<file path="config.mk">
export PLATFORM = sky130hd
export DESIGN_NAME = instr_fetch_queue_flat
export DESIGN_NICKNAME = d
export VERILOG_FILES = /design/src/rtl/instr_fetch_queue_pkg.sv /design/src/rtl/instr_fetch_queue_if.sv /design/src/rtl/instr_fetch_queue_fifo.sv /design/src/rtl/instr_fetch_queue.sv /design/src/flat_wrapper.sv
export SDC_FILE = /design/constraint.sdc
export NUM_CORES = 1
export LEC_CHECK = 0
export CORE_MARGIN = 2
export CORE_UTILIZATION = 60
export CTS_CLUSTER_DIAMETER = 80
export DETAILED_ROUTE_END_ITERATION = 16
export PLACE_DENSITY = 0.88
export SYNTH_ARGS = -nofsm -noshare
export SYNTH_HDL_FRONTEND = slang
export SYNTH_SLANG_ARGS = --single-unit
</file>
<file path="constraint.sdc">
create_clock -name clk_i -period 7.45 [get_ports clk_i]
set_input_delay 0.745 -clock clk_i [delete_from_list [all_inputs] [get_ports clk_i]]
set_output_delay 0.745 -clock clk_i [all_outputs]
set_load 0.01 [all_outputs]
</file>
<file path="src/rtl/instr_fetch_queue_pkg.sv">
// fetch_pkg: shared entry type and constants for the instruction fetch queue.
package fetch_pkg;
  typedef struct packed {
    logic [31:0] instr;
    logic [31:0] pc;
  } fetch_entry_t;
  localparam logic [31:0] RESET_PC  = 32'h0000_0000;
  localparam logic [31:0] NOP_INSTR = 32'h0000_0013;
endpackage

</file>
<file path="src/rtl/instr_fetch_queue_if.sv">
// instr_fetch_queue_if: instruction-memory, redirect and datapath handshakes of the fetch stage.
interface instr_fetch_queue_if;
  logic        imem_req_valid;
  logic        imem_req_ready;
  logic [31:0] imem_addr;
  logic        imem_rsp_valid;
  logic [31:0] imem_rsp_data;
  logic        redirect;
  logic [31:0] redirect_pc;
  logic        out_valid;
  logic        out_ready;
  logic [31:0] out_instr;
  logic [31:0] out_pc;
  logic [31:0] out_pc_plus_4;
  modport master (
    output imem_req_valid, imem_addr, out_valid, out_instr, out_pc, out_pc_plus_4,
    input  imem_req_ready, imem_rsp_valid, imem_rsp_data, redirect, redirect_pc, out_ready
  );
  modport slave (
    input  imem_req_valid, imem_addr, out_valid, out_instr, out_pc, out_pc_plus_4,
    output imem_req_ready, imem_rsp_valid, imem_rsp_data, redirect, redirect_pc, out_ready
  );
endinterface

</file>
<file path="src/rtl/instr_fetch_queue_fifo.sv">
// fetch_fifo: DEPTH-entry circular buffer of instruction/PC pairs with flush.
module fetch_fifo
  import fetch_pkg::*;
#(
  parameter int DEPTH = 4
) (
  input  logic                   clk_i,
  input  logic                   rst_ni,
  input  logic                   push_i,
  input  logic                   pop_i,
  input  logic                   flush_i,
  input  fetch_entry_t           entry_i,
  output logic                   full_o,
  output logic                   empty_o,
  output logic [$clog2(DEPTH):0] count_o,
  output fetch_entry_t           head_o
);
  localparam int AW = $clog2(DEPTH);
  fetch_entry_t  mem_q [DEPTH];
  logic [AW-1:0] wr_q, rd_q;
  logic [AW:0]   cnt_q;
  logic          do_push, do_pop;
  assign full_o  = cnt_q == (AW+1)'(DEPTH);
  assign empty_o = cnt_q == '0;
  assign count_o = cnt_q;
  assign head_o  = mem_q[rd_q];
  assign do_push = push_i & ~full_o;
  assign do_pop  = pop_i & ~empty_o;
  // Storage is reset so the head fields read as zero out of reset.
  always_ff @(posedge clk_i or negedge rst_ni) begin
    if (!rst_ni) begin
      wr_q  <= '0;
      rd_q  <= '0;
      cnt_q <= '0;
      for (int i = 0; i < DEPTH; i++) mem_q[i] <= '0;
    end else if (flush_i) begin
      wr_q  <= '0;
      rd_q  <= '0;
      cnt_q <= '0;
    end else begin
      if (do_push) mem_q[wr_q] <= entry_i;
      wr_q  <= wr_q + AW'(do_push);
      rd_q  <= rd_q + AW'(do_pop);
      cnt_q <= cnt_q + (AW+1)'(do_push) - (AW+1)'(do_pop);
    end
  end
endmodule

</file>
<file path="src/rtl/instr_fetch_queue.sv">
// instr_fetch_queue: owns the fetch PC, issues credit-limited imem requests and
// buffers in-order responses for the datapath; redirects flush all younger work.
module instr_fetch_queue
  import fetch_pkg::*;
#(
  parameter int          DEPTH    = 4,
  parameter logic [31:0] RESET_PC = fetch_pkg::RESET_PC
) (
  input logic                 clk_i,
  input logic                 rst_ni,
  instr_fetch_queue_if.master bus
);
  localparam int CW = $clog2(DEPTH) + 1;
  logic [31:0]   fetch_pc_q, fetch_pc_d, tail_pc_q, tail_pc_d, redir_pc;
  logic [CW-1:0] outst_q, outst_d, drop_q, drop_d, count;
  logic          full, empty, req_fire, rsp_ok, push, pop;
  fetch_entry_t  head, push_entry;
  assign redir_pc           = {bus.redirect_pc[31:2], 2'b00};
  assign bus.imem_req_valid = rst_ni & ~bus.redirect &
                              (({1'b0, count} + {1'b0, outst_q}) < (CW+1)'(DEPTH));
  assign bus.imem_addr      = fetch_pc_q;
  assign req_fire           = bus.imem_req_valid & bus.imem_req_ready;
  // Responses only count while something is in flight, so stale ones after reset are ignored.
  assign rsp_ok             = bus.imem_rsp_valid & (outst_q != '0);
  assign push               = rsp_ok & (drop_q == '0) & ~bus.redirect & ~full;
  assign pop                = bus.out_ready & ~empty & ~bus.redirect;
  assign push_entry         = '{instr: bus.imem_rsp_data, pc: tail_pc_q};
  assign bus.out_valid      = ~empty;
  assign bus.out_instr      = head.instr;
  assign bus.out_pc         = head.pc;
  assign bus.out_pc_plus_4  = head.pc + 32'd4;
  // tail_pc tracks the PC of the next response that will be kept, so no PC side-FIFO is needed.
  always_comb begin
    outst_d    = outst_q + CW'(req_fire) - CW'(rsp_ok);
    drop_d     = bus.redirect ? outst_d : drop_q - CW'(rsp_ok && drop_q != '0);
    fetch_pc_d = bus.redirect ? redir_pc : fetch_pc_q + (req_fire ? 32'd4 : 32'd0);
    tail_pc_d  = bus.redirect ? redir_pc : tail_pc_q + (push ? 32'd4 : 32'd0);
  end
  always_ff @(posedge clk_i or negedge rst_ni) begin
    if (!rst_ni) begin
      fetch_pc_q <= RESET_PC;
      tail_pc_q  <= RESET_PC;
      outst_q    <= '0;
      drop_q     <= '0;
    end else begin
      fetch_pc_q <= fetch_pc_d;
      tail_pc_q  <= tail_pc_d;
      outst_q    <= outst_d;
      drop_q     <= drop_d;
    end
  end
  fetch_fifo #(.DEPTH(DEPTH)) u_fifo (
    .clk_i   (clk_i),
    .rst_ni  (rst_ni),
    .push_i  (push),
    .pop_i   (pop),
    .flush_i (bus.redirect),
    .entry_i (push_entry),
    .full_o  (full),
    .empty_o (empty),
    .count_o (count),
    .head_o  (head)
  );
endmodule
</file>
<file path="src/flat_wrapper.sv">
// flat-port wrapper written by rule: the top's interface ports become plain ports
module instr_fetch_queue_flat import fetch_pkg::*;
#(
  parameter int          DEPTH    = 4,
  parameter logic [31:0] RESET_PC = fetch_pkg::RESET_PC
)
  (clk_i, rst_ni, bus_imem_req_valid, bus_imem_addr, bus_out_valid, bus_out_instr, bus_out_pc, bus_out_pc_plus_4, bus_imem_req_ready, bus_imem_rsp_valid, bus_imem_rsp_data, bus_redirect, bus_redirect_pc, bus_out_ready);
  instr_fetch_queue_if bus_i ();
  input logic clk_i;
  input logic rst_ni;
  output wire logic [$bits(bus_i.imem_req_valid)-1:0] bus_imem_req_valid;
  output wire logic [$bits(bus_i.imem_addr)-1:0] bus_imem_addr;
  output wire logic [$bits(bus_i.out_valid)-1:0] bus_out_valid;
  output wire logic [$bits(bus_i.out_instr)-1:0] bus_out_instr;
  output wire logic [$bits(bus_i.out_pc)-1:0] bus_out_pc;
  output wire logic [$bits(bus_i.out_pc_plus_4)-1:0] bus_out_pc_plus_4;
  input wire logic [$bits(bus_i.imem_req_ready)-1:0] bus_imem_req_ready;
  input wire logic [$bits(bus_i.imem_rsp_valid)-1:0] bus_imem_rsp_valid;
  input wire logic [$bits(bus_i.imem_rsp_data)-1:0] bus_imem_rsp_data;
  input wire logic [$bits(bus_i.redirect)-1:0] bus_redirect;
  input wire logic [$bits(bus_i.redirect_pc)-1:0] bus_redirect_pc;
  input wire logic [$bits(bus_i.out_ready)-1:0] bus_out_ready;
  assign bus_imem_req_valid = bus_i.imem_req_valid;
  assign bus_imem_addr = bus_i.imem_addr;
  assign bus_out_valid = bus_i.out_valid;
  assign bus_out_instr = bus_i.out_instr;
  assign bus_out_pc = bus_i.out_pc;
  assign bus_out_pc_plus_4 = bus_i.out_pc_plus_4;
  assign bus_i.imem_req_ready = bus_imem_req_ready;
  assign bus_i.imem_rsp_valid = bus_imem_rsp_valid;
  assign bus_i.imem_rsp_data = bus_imem_rsp_data;
  assign bus_i.redirect = bus_redirect;
  assign bus_i.redirect_pc = bus_redirect_pc;
  assign bus_i.out_ready = bus_out_ready;
  instr_fetch_queue #(.DEPTH(DEPTH), .RESET_PC(RESET_PC)) u_core (.clk_i(clk_i), .rst_ni(rst_ni), .bus(bus_i));
endmodule
</file>
==> metrics.md <==
| Metric | Value |
|---|---|
| Status | finished clean |
| Post-CTS setup buffers | 0 |
| Pleak | 8.24 nW |
| DRT Pass-1 Iters | 4 |
| Initial core utilization | 0.611 |
| Die Ht | 164 µm |
| Setup slack after layout | 2270 ps |
| DR DRC count | 0 |
| Yosys cell types | 54 |
| Worst-Margin Slew | 1140 ps |
| Number of global-route vias before repair | 10,200 |
| DRT iter0 DRCs | 676 |
| Initial antenna violation count | 0 |
| Critical path fanouts, max | 35 |
| Area grow syn2layout | 20.3% |
| Grt total ovfl | 0 |
| Final period util | 0.695 |
| RSZ-0062 raised after global routing | false |
| Asr flop ratio synth | 1.00 |
| R2R Setup Slk | 3750 ps |
| Longest Clk Path Bufs | 3 |
| # nets final | 1,335 |
| H-Tree Depth | 2 |
| Hold crit path type | input pin to async pin |
| Clock Sinks | 321 |
| Setup tns final | 0 ps |
| Crit path launch type | flop |
| Reg2Reg Depth | 9 |
| Final setup viols | 0 |
| Final WL | 33,900 µm |
| Place WS | 2780 ps |
| # resized after CTS | 0 |
| Routed WL per cell | 21.2 µm |
| Worst R2R End | u_core.tail_pc_q[26] |
| Clock root buffer | clkbuf_16 |
| Reg-to-reg critical path startpoint | u_core.drop_q[0] |
| Pin count of the biggest net entering global routing | 81 |
| Routed vias | 9,601 |
| Pwr dens | 311 nW/µm² |
| HPWL Detailed | 22,000 µm |
| Final hold violations | 0 |
| Cells after Synth | 1,074 |
| Via/cell ratio | 6.00 |
| Core Area | 25,100 µm² |
| CTS tree | built |
| Ys flop type | dfrtp_1 |
| # IOs | 200 |
| PortBufs | 191 |
| Global-route wire length before repair | 54,600 µm |
| Seq cells post-synth | 321 |
| Worst Setup EP | bus_out_pc_plus_4[31] |
| CP endpoint kind | primary output |
| Die Wd | 164 µm |
| Fmax | 193 MHz |
| Clock transition at the registers of the reported paths | 60 ps |
| Worst EP arrival | 4430 ps |
| Max IR drop VDD | 0.254 mV |
| Layout cell share with drive strength beyond 1 | 0.321 |
| Row cnt | 58 |
| Remaining antenna violation count | 0 |
| Die outline area | 26,900 µm² |
| Max-slew headroom | 0.236 |
| Mean Syn Cell Area | 14.3 µm² |
| Sequential share of the synthesized area | 0.524 |
| Synth Warn # | 0 |
| Hold-fix buffer count after cts | 0 |
| Clock buffer count from CTS | 34 |
| Commonest non-fill, non-tap cell in the layout | dfrtp_1 |
| Crit Path Class | flop to primary output |
| Clock skew | 13.8 ps |
| All-layer global routing usage | 0.262 |
| Syn Std Cell Area | 15,300 µm² |
| Slew Limit Fails | 0 |
| CP startpoint | u_core.u_fifo.rd_q[0] |
| Most frequent cells in the layout | dfrtp_1, mux2_2, clkdlybuf4s50_1 |
| Worst-Skew Late Latency | 510 ps |
| Req. time, crit path | 6700 ps |
| Max_cap viols | 0 |
| Post-synth EDFFs | 0 |
| Crit path time final | 5180 ps |
| Diode count | 0 |
| Routability Congestion | 0.785 |
==> through the flow <==
stage                     power (W)  instance area, µm²  hold WS, ps  cells   util
after floorplan             0.00322               15400          445   1079      -
after global placement      0.00408               17400          458   1542  0.693
after detailed placement    0.00415               17400          472   1542  0.693
after CTS                   0.00579               18500          131   1600  0.735
after global routing        0.00601               18500          141   1600  0.735
final                       0.00574               18500          133   1600  0.735
==> layout make-up <==
class | count | area (µm²)
Fill cell | 1653 | 6650
Inverter | 20 | 75.1
Clock buffer | 50 | 995
Tap cell | 330 | 413
Sequential cell | 321 | 8040
Timing Repair Buffer | 203 | 2010
Multi-Input combinational cell | 668 | 6870
Clock inverter | 8 | 65.1
==> cells in the mapped netlist, types with 3 or more instances <==
cell	instances	area share
dfrtp_1	321	0.52
mux2_2	279	0.20
xnor2_1	66	0.038
mux4_2	55	0.081
nand3_1	34	0.011
nand4_1	30	0.012
nand2_1	27	0.0066
nor2_1	23	0.0056
clkbuf_1	22	0.0054
buf_2	20	0.0065
buf_4	19	0.0093
inv_1	19	0.0046
xor2_1	18	0.010
and3_1	15	0.0061
ha_1	15	0.012
a21oi_1	14	0.0046
o21ai_0	11	0.0036
and4_1	10	0.0057
and2_1	8	0.0033
nor3_1	8	0.0026
mux4_1	7	0.012
mux2_1	5	0.0037
nor2b_1	4	0.0016
buf_1	3	0.00073
buf_6	3	0.0022
or3_1	3	0.0012
==> metal layers <==
| layer | GRT usage | vias to the layer above | share of wire | routed length (µm) |
|---|---|---|---|---|
| met5 | 0 | - | 0 | 0 |
| met2 | 0.458 | 236 | 0.52 | 17700 |
| met4 | 0.0973 | 0 | 0.033 | 1110 |
| met3 | 0.0318 | 72 | 0.039 | 1320 |
| met1 | 0.338 | 5033 | 0.41 | 13800 |
| li1 | - | 4260 | - | - |
==> sequential cells by signal, summed over array words and instances, names as in the netlist <==
signal                 flops
u_core.outst_q             3
u_core.u_fifo.rd_q         2
u_core.u_fifo.mem_q      248
u_core.tail_pc_q          30
u_core.u_fifo.wr_q         2
u_core.u_fifo.count_o      3
u_core.bus.imem_addr      30
u_core.drop_q              3
==> kinds of logic after synthesis <==
group                    share of synthesized area
buffers and inverters                       0.0310
adder cells (fa/ha/maj)                     0.0148
AND/OR/NAND/NOR                             0.0668
XOR/XNOR                                    0.0480
multiplexers                                 0.302
other                                     0.000244
AO/OA/AOI/OAI                               0.0138
flip-flops                                   0.524
==> power by group <==
group          internal, W  switching, W
Clock             0.000958      0.000663
Sequential         0.00202      0.000218
Combinational      0.00110      0.000780
==> worst min path at each step <==
stage	slack (ps)	startpoint	end
6_report	130	rst_ni	u_core.u_fifo.mem_q[232]
2_1_floorplan	440	u_core.u_fifo.mem_q[70]	u_core.u_fifo.mem_q[70]
4_1_cts	130	rst_ni	u_core.u_fifo.mem_q[232]
5_1_grt	140	rst_ni	u_core.u_fifo.mem_q[232]
3_3_place_gp	460	u_core.u_fifo.mem_q[6]	u_core.u_fifo.mem_q[6]
3_5_place_dp	470	u_core.u_fifo.mem_q[205]	u_core.u_fifo.mem_q[205]
==> worst max-delay path, stage by stage, from the launching register on <==
cell	delay, ps
dfrtp_4	890
buf_4	590
mux4_1	490
and4_1	360
nand4_1	230
nor3_1	560
xor2_1	190
clkdlybuf4s50_1	590
Power figures use the tool's default switching activity.
